[config.mk]
export PLATFORM = sky130hd
export DESIGN_NAME = tetris_pixel_renderer_flat
export DESIGN_NICKNAME = d
export VERILOG_FILES = /design/src/rtl/tetris_pkg.sv /design/src/rtl/tetris_pixel_renderer_if.sv /design/src/rtl/tetris_piece_hit.sv /design/src/rtl/tetris_pixel_renderer.sv /design/src/flat_wrapper.sv
export SDC_FILE = /design/constraint.sdc
export NUM_CORES = 1
export LEC_CHECK = 0
export CAP_MARGIN = 5
export CELL_PAD_IN_SITES_DETAIL_PLACEMENT = 1
export CELL_PAD_IN_SITES_GLOBAL_PLACEMENT = 2
export CORE_MARGIN = 8
export CORE_UTILIZATION = 30
export DETAILED_ROUTE_END_ITERATION = 10
export MAX_ROUTING_LAYER = met4
export PLACE_DENSITY = 0.78
export SYNTH_ARGS = -nofsm -noshare
export SYNTH_HDL_FRONTEND = slang
export SYNTH_SLANG_ARGS = --single-unit
export TNS_END_PERCENT = 5
[constraint.sdc]
create_clock -name clk -period 3.2 [get_ports clk]
set_input_delay 0.64 -clock clk [delete_from_list [all_inputs] [get_ports clk]]
set_output_delay 0.64 -clock clk [all_outputs]
set_load 0.01 [all_outputs]
[src/rtl/tetris_pkg.sv]
// Shared constants and types for the Tetris pixel renderer.
// Board geometry in cells, 12-bit 4:4:4 colour type, palette and fixed colours.
package tetris_pkg;

  localparam int unsigned BOARD_W = 10;
  localparam int unsigned BOARD_H = 20;

  typedef logic [11:0] colour_t;

  // Index 0 black; 1..7 cyan, yellow, purple, green, red, blue, orange.
  localparam colour_t PALETTE [8] = '{
    12'h000, 12'h0FF, 12'hFF0, 12'hA0F, 12'h0F0, 12'hF00, 12'h00F, 12'hF80
  };

  localparam colour_t BLACK  = 12'h000;
  localparam colour_t BORDER = 12'hFFF;
  localparam colour_t FLASH  = 12'hFFF;
  localparam colour_t GRID   = 12'h222;
  localparam colour_t GREY   = 12'h777;

  function automatic colour_t palette_lookup(input logic [2:0] idx);
    return PALETTE[idx];
  endfunction

endpackage

[src/rtl/tetris_pixel_renderer_if.sv]
// Board RAM read bus between the renderer (master) and the board RAM (slave).
//   board_addr : row*10+col read address, 0..199
//   board_data : synchronous read data, valid one cycle after board_addr
interface tetris_pixel_renderer_if;

  logic [7:0] board_addr;
  logic [2:0] board_data;

  modport master (output board_addr, input  board_data);
  modport slave  (input  board_addr, output board_data);

endinterface

[src/rtl/tetris_piece_hit.sv]
// Combinational 4-way compare of a board cell against the falling-piece cells.
//   col_i/row_i       : cell under test
//   piece_col_i/row_i : 4 packed 4-bit columns / 5-bit rows
//   valid_i           : piece present
//   hit_o             : cell is covered by the piece
module tetris_piece_hit
  import tetris_pkg::*;
(
  input  logic [3:0]  col_i,
  input  logic [4:0]  row_i,
  input  logic [15:0] piece_col_i,
  input  logic [19:0] piece_row_i,
  input  logic        valid_i,
  output logic        hit_o
);

  always_comb begin
    hit_o = 1'b0;
    for (int i = 0; i < 4; i++) begin
      // Off-board piece cells never match, even if they alias a real cell.
      if (valid_i &&
          piece_col_i[4*i +: 4] == col_i && piece_row_i[5*i +: 5] == row_i &&
          piece_col_i[4*i +: 4] < 4'(BOARD_W) && piece_row_i[5*i +: 5] < 5'(BOARD_H)) begin
        hit_o = 1'b1;
      end
    end
  end

endmodule

[src/rtl/tetris_pixel_renderer.sv]
// Tetris pixel renderer: maps VGA pixels onto the 10x20 playfield, reads the
// board RAM, overlays piece/border/flash/grid and drives 4:4:4 RGB.
// Fixed 3-cycle latency from inputs to rgb and delayed syncs.
//   clk, rst            : pixel clock, synchronous active-high reset
//   x_pos_i, y_pos_i    : pixel position; active_i visible flag
//   hsync_i, vsync_i    : active-low syncs in; hsync_o/vsync_o delayed copies
//   ram                 : board RAM read bus (master)
//   piece_*_i, flash_rows_i, game_over_i : latched on vsync rising edge
//   vga_r_o/g_o/b_o     : colour out; frame_start_o pulses on latch
module tetris_pixel_renderer
  import tetris_pkg::*;
#(
  parameter int unsigned BOARD_X0   = 240,
  parameter int unsigned BOARD_Y0   = 80,
  parameter int unsigned CELL_LOG2  = 4,
  parameter int unsigned BORDER_W   = 4,
  parameter int unsigned BLINK_LOG2 = 3
) (
  input  logic                            clk,
  input  logic                            rst,
  input  logic [9:0]                      x_pos_i,
  input  logic [9:0]                      y_pos_i,
  input  logic                            active_i,
  input  logic                            hsync_i,
  input  logic                            vsync_i,
  tetris_pixel_renderer_if.master         ram,
  input  logic [15:0]                     piece_col_i,
  input  logic [19:0]                     piece_row_i,
  input  logic [2:0]                      piece_color_i,
  input  logic                            piece_valid_i,
  input  logic [19:0]                     flash_rows_i,
  input  logic                            game_over_i,
  output logic [3:0]                      vga_r_o,
  output logic [3:0]                      vga_g_o,
  output logic [3:0]                      vga_b_o,
  output logic                            hsync_o,
  output logic                            vsync_o,
  output logic                            frame_start_o
);

  localparam int unsigned BoardWPx = BOARD_W << CELL_LOG2;
  localparam int unsigned BoardHPx = BOARD_H << CELL_LOG2;
  localparam logic [9:0]  CellMask = 10'((1 << CELL_LOG2) - 1);

  // S1 combinational decode
  logic [9:0] bx, by, ox, oy;
  logic       in_board_d, in_border_d, off0_d;
  logic [3:0] col_d;
  logic [4:0] row_d;
  logic [7:0] addr_d;

  always_comb begin
    // Unsigned wrap makes pixels left/above the rectangle compare as outside.
    bx          = x_pos_i - 10'(BOARD_X0);
    by          = y_pos_i - 10'(BOARD_Y0);
    ox          = x_pos_i - 10'(BOARD_X0 - BORDER_W);
    oy          = y_pos_i - 10'(BOARD_Y0 - BORDER_W);
    in_board_d  = (bx < 10'(BoardWPx)) && (by < 10'(BoardHPx));
    in_border_d = (ox < 10'(BoardWPx + 2 * BORDER_W)) &&
                  (oy < 10'(BoardHPx + 2 * BORDER_W)) && !in_board_d;
    col_d       = 4'(bx >> CELL_LOG2);
    row_d       = 5'(by >> CELL_LOG2);
    off0_d      = ((bx & CellMask) == '0) || ((by & CellMask) == '0);
    addr_d      = in_board_d ? (8'(row_d) << 3) + (8'(row_d) << 1) + 8'(col_d) : 8'd0;
  end

  // Pipeline stages
  logic [3:0] s1_col_q, s2_col_q;
  logic [4:0] s1_row_q, s2_row_q;
  logic       s1_in_board_q, s2_in_board_q, s1_in_border_q, s2_in_border_q;
  logic       s1_active_q, s2_active_q, s1_off0_q, s2_off0_q;
  logic       s1_hs_q, s2_hs_q, s3_hs_q, s1_vs_q, s2_vs_q, s3_vs_q;
  logic [7:0] addr_q;
  colour_t    rgb_q, rgb_d;

  always_ff @(posedge clk) begin
    if (rst) begin
      s1_col_q <= '0; s1_row_q <= '0; s1_in_board_q <= 1'b0; s1_in_border_q <= 1'b0;
      s1_active_q <= 1'b0; s1_off0_q <= 1'b0; s1_hs_q <= 1'b1; s1_vs_q <= 1'b1;
      s2_col_q <= '0; s2_row_q <= '0; s2_in_board_q <= 1'b0; s2_in_border_q <= 1'b0;
      s2_active_q <= 1'b0; s2_off0_q <= 1'b0; s2_hs_q <= 1'b1; s2_vs_q <= 1'b1;
      s3_hs_q <= 1'b1; s3_vs_q <= 1'b1; addr_q <= '0; rgb_q <= BLACK;
    end else begin
      s1_col_q <= col_d; s1_row_q <= row_d; s1_in_board_q <= in_board_d;
      s1_in_border_q <= in_border_d; s1_active_q <= active_i; s1_off0_q <= off0_d;
      s1_hs_q <= hsync_i; s1_vs_q <= vsync_i; addr_q <= addr_d;
      s2_col_q <= s1_col_q; s2_row_q <= s1_row_q; s2_in_board_q <= s1_in_board_q;
      s2_in_border_q <= s1_in_border_q; s2_active_q <= s1_active_q; s2_off0_q <= s1_off0_q;
      s2_hs_q <= s1_hs_q; s2_vs_q <= s1_vs_q;
      s3_hs_q <= s2_hs_q; s3_vs_q <= s2_vs_q; rgb_q <= rgb_d;
    end
  end

  // Frame latch: snapshot piece state at the end of vsync so a frame never tears.
  logic        vs_prev_q, vs_rise, frame_start_q;
  logic [5:0]  frame_cnt_q;
  logic [15:0] pcol_q;
  logic [19:0] prow_q, flash_q;
  logic [2:0]  pcolor_q;
  logic        pvalid_q, game_over_q;

  assign vs_rise = vsync_i && !vs_prev_q;

  always_ff @(posedge clk) begin
    if (rst) begin
      vs_prev_q <= 1'b1; frame_start_q <= 1'b0; frame_cnt_q <= '0;
      pcol_q <= '0; prow_q <= '0; pcolor_q <= '0; pvalid_q <= 1'b0;
      flash_q <= '0; game_over_q <= 1'b0;
    end else begin
      vs_prev_q     <= vsync_i;
      frame_start_q <= vs_rise;
      if (vs_rise) begin
        frame_cnt_q <= frame_cnt_q + 6'd1;
        pcol_q      <= piece_col_i;
        prow_q      <= piece_row_i;
        pcolor_q    <= piece_color_i;
        pvalid_q    <= piece_valid_i;
        flash_q     <= flash_rows_i;
        game_over_q <= game_over_i;
      end
    end
  end

  // S3 colour select
  logic        hit;
  logic [31:0] flash_ext;

  tetris_piece_hit u_piece_hit (
    .col_i       (s2_col_q),
    .row_i       (s2_row_q),
    .piece_col_i (pcol_q),
    .piece_row_i (prow_q),
    .valid_i     (pvalid_q),
    .hit_o       (hit)
  );

  always_comb begin
    // Widened so any 5-bit row indexes safely; only in-board rows are used.
    flash_ext = {12'd0, flash_q};
    rgb_d     = BLACK;
    if (!s2_active_q) begin
      rgb_d = BLACK;
    end else if (s2_in_border_q) begin
      rgb_d = BORDER;
    end else if (s2_in_board_q) begin
      if (flash_ext[s2_row_q] && frame_cnt_q[BLINK_LOG2]) begin
        rgb_d = FLASH;
      end else if (hit) begin
        rgb_d = palette_lookup(pcolor_q);
      end else if (ram.board_data != 3'd0) begin
        rgb_d = game_over_q ? GREY : palette_lookup(ram.board_data);
      end else if (s2_off0_q) begin
        rgb_d = GRID;
      end
    end
  end

  assign ram.board_addr = addr_q;
  assign vga_r_o        = rgb_q[11:8];
  assign vga_g_o        = rgb_q[7:4];
  assign vga_b_o        = rgb_q[3:0];
  assign hsync_o        = s3_hs_q;
  assign vsync_o        = s3_vs_q;
  assign frame_start_o  = frame_start_q;

endmodule

[src/flat_wrapper.sv]
// flat-port wrapper written by rule: the top's interface ports become plain ports
module tetris_pixel_renderer_flat import tetris_pkg::*;
#(
  parameter int unsigned BOARD_X0   = 240,
  parameter int unsigned BOARD_Y0   = 80,
  parameter int unsigned CELL_LOG2  = 4,
  parameter int unsigned BORDER_W   = 4,
  parameter int unsigned BLINK_LOG2 = 3
)
  (clk, rst, x_pos_i, y_pos_i, active_i, hsync_i, vsync_i, piece_col_i, piece_row_i, piece_color_i, piece_valid_i, flash_rows_i, game_over_i, vga_r_o, vga_g_o, vga_b_o, hsync_o, vsync_o, frame_start_o, ram_board_addr, ram_board_data);
  tetris_pixel_renderer_if ram_i ();
  input  logic clk;
  input  logic rst;
  input  logic [9:0] x_pos_i;
  input  logic [9:0] y_pos_i;
  input  logic active_i;
  input  logic hsync_i;
  input  logic vsync_i;
  input  logic [15:0] piece_col_i;
  input  logic [19:0] piece_row_i;
  input  logic [2:0] piece_color_i;
  input  logic piece_valid_i;
  input  logic [19:0] flash_rows_i;
  input  logic game_over_i;
  output logic [3:0] vga_r_o;
  output logic [3:0] vga_g_o;
  output logic [3:0] vga_b_o;
  output logic hsync_o;
  output logic vsync_o;
  output logic frame_start_o;
  output wire logic [$bits(ram_i.board_addr)-1:0] ram_board_addr;
  input wire logic [$bits(ram_i.board_data)-1:0] ram_board_data;
  assign ram_board_addr = ram_i.board_addr;
  assign ram_i.board_data = ram_board_data;
  tetris_pixel_renderer #(.BOARD_X0(BOARD_X0), .BOARD_Y0(BOARD_Y0), .CELL_LOG2(CELL_LOG2), .BORDER_W(BORDER_W), .BLINK_LOG2(BLINK_LOG2)) u_core (.clk(clk), .rst(rst), .x_pos_i(x_pos_i), .y_pos_i(y_pos_i), .active_i(active_i), .hsync_i(hsync_i), .vsync_i(vsync_i), .ram(ram_i), .piece_col_i(piece_col_i), .piece_row_i(piece_row_i), .piece_color_i(piece_color_i), .piece_valid_i(piece_valid_i), .flash_rows_i(flash_rows_i), .game_over_i(game_over_i), .vga_r_o(vga_r_o), .vga_g_o(vga_g_o), .vga_b_o(vga_b_o), .hsync_o(hsync_o), .vsync_o(vsync_o), .frame_start_o(frame_start_o));
endmodule
---- Word-level counts from Yosys, hierarchy flattened ----
Memories as Yosys holds them, arrays and structs flattened.
Index checks and enable logic that the tools add are counted.
word-level totals
  flip-flop bits (word level) ............. 120
  ROM bits ................................ 192
  bits of input ports ..................... 89
  output and inout port bits .............. 23
  word-level logic and storage cells ...... 110
  memories kept ........................... 2
cells by class
  equality and inequality tests ........... 8
  reduce and logical (&&, ||, !) cells .... 29
  add/subtract/negate cells ............... 7
  bitwise logic cells ..................... 4
  multiplexer cells ....................... 17
  magnitude comparators ................... 15
memory list
  name              depth  bits a word  rd ports  clocked after memory_dff  write ports  RTL line          text
  (name not given)  8      12           1         0                         0            tetris_pkg.sv:22  return PALETTE[idx];
  (name not given)  8      12           1         0                         0            tetris_pkg.sv:22
operators by type and width
  cell                                                                            count
  12-bit two-way mux                                                              10
  1-bit logical AND                                                               21
  5-bit == test                                                                   4
  10-bit zero test                                                                2
  10-bit by 8-bit less-than comparator with 1-bit output (second input constant)  2
  10-bit by 9-bit less-than comparator with 1-bit output (second input constant)  2
  5-bit less-than comparator (second input constant)                              4
  10-bit by 7-bit subtractor with 10-bit output (second input constant)           2
  10-bit by 8-bit subtractor with 10-bit output (second input constant)           2
  4-bit == test                                                                   4
  4-bit less-than comparator (second input constant)                              4
  10-bit two-way mux                                                              1
  8-bit by 4-bit adder with 8-bit output                                          1
  8-bit by 6-bit adder with 8-bit output                                          1
  4-bit >= comparator (second input constant)                                     2
  3-bit NOT with 4-bit output                                                     2
  6-bit by 1-bit adder with 6-bit output (second input constant)                  1
  5-bit by 6-bit less-than comparator with 1-bit output (second input constant)   1
  1-bit binary-select mux with 5-bit select                                       1
  1-bit two-way mux                                                               5
  2-bit OR reduction                                                              2
  3-bit nonzero test                                                              1
  1-bit zero test                                                                 2
  1-bit NOT                                                                       2
  1-bit logical OR                                                                1

---- Depth between registers and ports, before layout ----
  word-level depth ........................ 13
  depth in mapped cells ................... 12

---- Hierarchy ----
Synthesis repeated with hierarchy kept, for this count alone.
unflattened totals
  cells, all modules ...................... 655
  area, all modules ....................... 5487.8 µm²
modules (own cells, without submodules)
  module                 sequential area each (µm²)  cells an instance  instances  area each (µm²)
  tetris_pixel_renderer  2302.2                      581                1          4972.3
  tetris_piece_hit       0.0                         74                 1          515.5

---- Least setup slack after synthesis ----
OpenSTA, ideal clock, no wires.
  path type ............................... input-to-reg
  start ................................... input port y_pos_i[4]
  end ..................................... register u_core.addr_q[7] (netlist: u_core.ram.board_addr[7])
  path slack .............................. 196 ps
  cell stages on the path ................. 11
  data required time ...................... 3082 ps
  path buffers ............................ 0
  arrival time ............................ 2886 ps
  setup time .............................. 118 ps
  cell sequence ........................... inv_1 > ha_1 > xnor2_1 > fa_1 > ha_1 > a21o_1 > a21o_1 > a21o_1 > a21oi_1 > xnor2_1 > nor2_1
on the way
  longest elaborated chain between the ends .. 5
  elaborated cells on any way between the ends .. 7
  those cells by class .................... add/sub (3); order compare (1); bitwise (1); reduce/logical (2)
RTL lines
  element                                                                                         RTL line                     text
  from (decl)                                                                                     flat_wrapper.sv:15           input logic [9:0] y_pos_i;
  10-bit by 7-bit subtractor with 10-bit output (*)                                               tetris_pixel_renderer.sv:55  by = y_pos_i - 10'(BOARD_Y0);
  net u_core.by[6]                                                                                tetris_pixel_renderer.sv:46  logic [9:0] bx, by, ox, oy;
  parallel branches: the longest is 4 deep, another holds 8-bit by 6-bit adder with 8-bit output  n/a
  to (signal assigned)                                                                            tetris_pixel_renderer.sv:86  s1_hs_q <= hsync_i; s1_vs_q <= vsync_i; addr_q <= addr_d;
  to (decl)                                                                                       tetris_pixel_renderer.sv:73  logic [7:0] addr_q;
Mark *: on every way through the listed nets, which the timed path passes.
A chain may end at the register's enable or synchronous reset.

---- Final worst setup path ----
  start ................................... input port y_pos_i[5]
  end ..................................... register u_core.addr_q[7] (netlist: u_core.ram.board_addr[7])
Same word-level chain as after synthesis.

==> run summary <==
pre-CTS setup slack -> -0.308 ns
placed cell area -> 6850 um2
WP data required -> 3.50 ns
Synth Warn # -> 0
Worst Tran Pin Value -> 0.808 ns
Clock Path Buffers -> 2
Final Cycle Share -> 93.9%
# rows -> 49
Setup CP Type -> in2reg
crit path launch type -> input pin
Initial DRT Pass Iterations -> 4
Most common cell on crit path -> a21o_1
share of the synthesized area in the top cell type -> 42.7%
critical path's top delay family -> adder cells
Seq cells post-synth -> 115
Worst-Skew Late Latency -> 0.41 ns
Synth Cell Area -> 5390 um2
register area share after synthesis -> 42.7%
max_slew headroom -> 45.6%
# H-tree levels -> 4
Post-synth EDFFs -> 0
Slew Limit Fails -> 0
fillers -> 2109
fin util -> 42.2%
Worst Hold Class -> reg2reg
antenna violations before repair -> 0
RSZ-0062 raised after global routing -> no
DPL Wire Length -> 12000 um
I/O pin total -> 112
Antenna Nets Post-Route -> 0
CP arrival -> 3.30 ns
Main synth FF type -> dfxtp_1
max-cap check violation count -> 0
CTS Root Cell -> clkbuf_16
Setup Viol. Count Final -> 0
FFs w/ async S/R, synth -> 0%
initial DRC count -> 159
crit path buf inv count -> 2
Syn Nets -> 763
area leader, netlist -> dfxtp_1
clock sinks -> 115
Distinct cells, synth -> 52
Vias/cell -> 4.76
clock slew seen by the registers of the worst setup and hold paths -> 0.06 ns
Mean Syn Cell Area -> 8.28 um2
Antenna diodes -> 0
Nets -> 881
most frequent cell after synthesis -> nand2_1
Multi-input gate area -> 2820 um2
PD cells -> 553 nW/um2
CTS Hold Bufs -> 0
Max VDD drop -> 0.332 mV
DRC -> 0
CTS tree -> yes
clock buffer count from CTS -> 17
Final GP Congestion -> 0.849
final WL -> 15900 um
global-route wire length before repair -> 25600 um
die height -> 150 um
FF+latch area -> 2300 um2
core footprint -> 17800 um2
Crit-path slowest cell -> clkdlybuf4s50_1
highest clock rate -> 333 MHz
synthesized instance count -> 651
largest net degree at the start of global routing -> 64
Max FO, Critical Path -> 3
minimum clock period -> 3.00 ns
Max stage delay on crit path -> 0.49 ns
I/O Buffers -> 111
top cells by area, synth -> dfxtp_1, nand2_1, a21oi_1, ha_1, xor2_1
vias in the first global route -> 5126
layout cells sized above 1 -> 10.6%
GRT Util Overall -> 14.8%
design area -> 7500 um2
via count -> 4811
setup ws final -> 0.195 ns
synth cell count leaders -> nand2_1, dfxtp_1, a21oi_1
worst-path cell chain -> clkdlybuf4s50_1 > inv_1 > ha_1 > xnor2_2 > fa_1 > ha_1 > a21o_1 > a21o_1 > a21o_1 > a21oi_1 > xnor2_1 > nor2_1
run status -> finished, final reports clean
Initial Util -> 30.3%
Horiz. Die Dim -> 150 um
area growth from synthesis to layout -> 39.2%
leakage -> 0.00294 uW
Final Hold Fails -> 0
Crit. End Element -> flop
Clock Skew -> 0.00674 ns
wire per inst -> 15.7 um
die area -> 22500 um2
gr ovfl total -> 0
[through the flow]
stage                     hold slack, ns  TNS (ns)  power (uW)  instances
after floorplan                    0.389         0        1840        651
after global placement             0.397    -0.450        2100        979
after detailed placement           0.398    -0.730        2120        979
after CTS                          0.413         0        4210       1011
after global routing               0.421         0        4330       1011
final                              0.407         0        4150       1011
[registers in the layout (all words and copies together), names as in the netlist, 3 cells and up]
name,flops
u_core.flash_q,20
u_core.prow_q,20
u_core.pcol_q,16
u_core.rgb_q,9
u_core.ram.board_addr,8
u_core.s1_row_q,5
u_core.s2_row_q,5
u_core.frame_cnt_q,4
u_core.s1_col_q,4
u_core.s2_col_q,4
u_core.pcolor_q,3
[placed cells by master (no fill, tap or decap), types with 6 or more instances in the layout]
master,synthesis,final
a21o_1,7,7
a21oi_1,77,77
buf_4,4,28
clkbuf_16,0,17
clkdlybuf4s50_1,0,110
dfxtp_1,115,115
ha_1,21,21
inv_1,22,22
nand2_1,148,148
nand4_1,6,6
nor2_1,35,34
nor2b_1,21,21
o21ai_0,18,18
o22ai_1,7,7
or2_2,8,8
xnor2_1,16,15
xor2_1,27,27
[cell type report]
class / instances / share of cell area, %
sequential: 115 / 30.7
timing repair buffer: 140 / 18.0
clock inverter: 14 / 2.79
multi-input combinational: 471 / 37.6
tap: 229 / 3.82
clock buffer: 18 / 5.85
inverter: 24 / 1.20
[routing by layer]
metal | part of all wire, % | vias up | GRT usage (%)
met5 | 0 | - | -
met4 | 1.2 | 0 | 5.00
met3 | 4.8 | 19 | 3.99
met2 | 50 | 102 | 25.1
met1 | 44 | 2278 | 16.7
li1 | - | 2412 | -
[path summary, 6_finish.rpt]
kind                                    startpoint                  endpoint  slack, ns  depth (start not counted)
worst max-delay path                    y_pos_i[5]  u_core.ram.board_addr[7]       0.20                         12
worst min-delay path                u_core.s1_hs_q            u_core.s2_hs_q       0.41                          1
worst max register to register  u_core.s2_row_q[0]           u_core.rgb_q[9]       0.70                          7
worst min register to register      u_core.s1_hs_q            u_core.s2_hs_q       0.41                          1
[report_power, final]
| part | switching [uW] | internal [uW] | total [uW] |
|---|---|---|---|
| clock | 667 | 1400 | 2060 |
| combinational | 249 | 305 | 555 |
| sequential | 44.8 | 1480 | 1530 |
| total | 961 | 3180 | 4150 |
[kinds of logic (layout without fill, tap and decap cells)]
| kind of cell | count (synthesis) | after routing | share of synthesized area [%] |
|---|---|---|---|
| xor+xnor | 43 | 43 | 6.99 |
| buf+inv | 65 | 196 | 5.20 |
| fa+ha+maj | 23 | 23 | 5.62 |
| flops | 115 | 115 | 42.7 |
| mux | 10 | 10 | 3.02 |
| compound gates | 139 | 139 | 15.2 |
| simple gates | 256 | 256 | 21.3 |
[timing repair]
item / in CTS / in global routing
setup buffers: 0 / 0
gates resized for setup: 0 / 1
setup endpoints to repair: 0 / 2
Note: power is estimated with default switching activity, not from simulation.
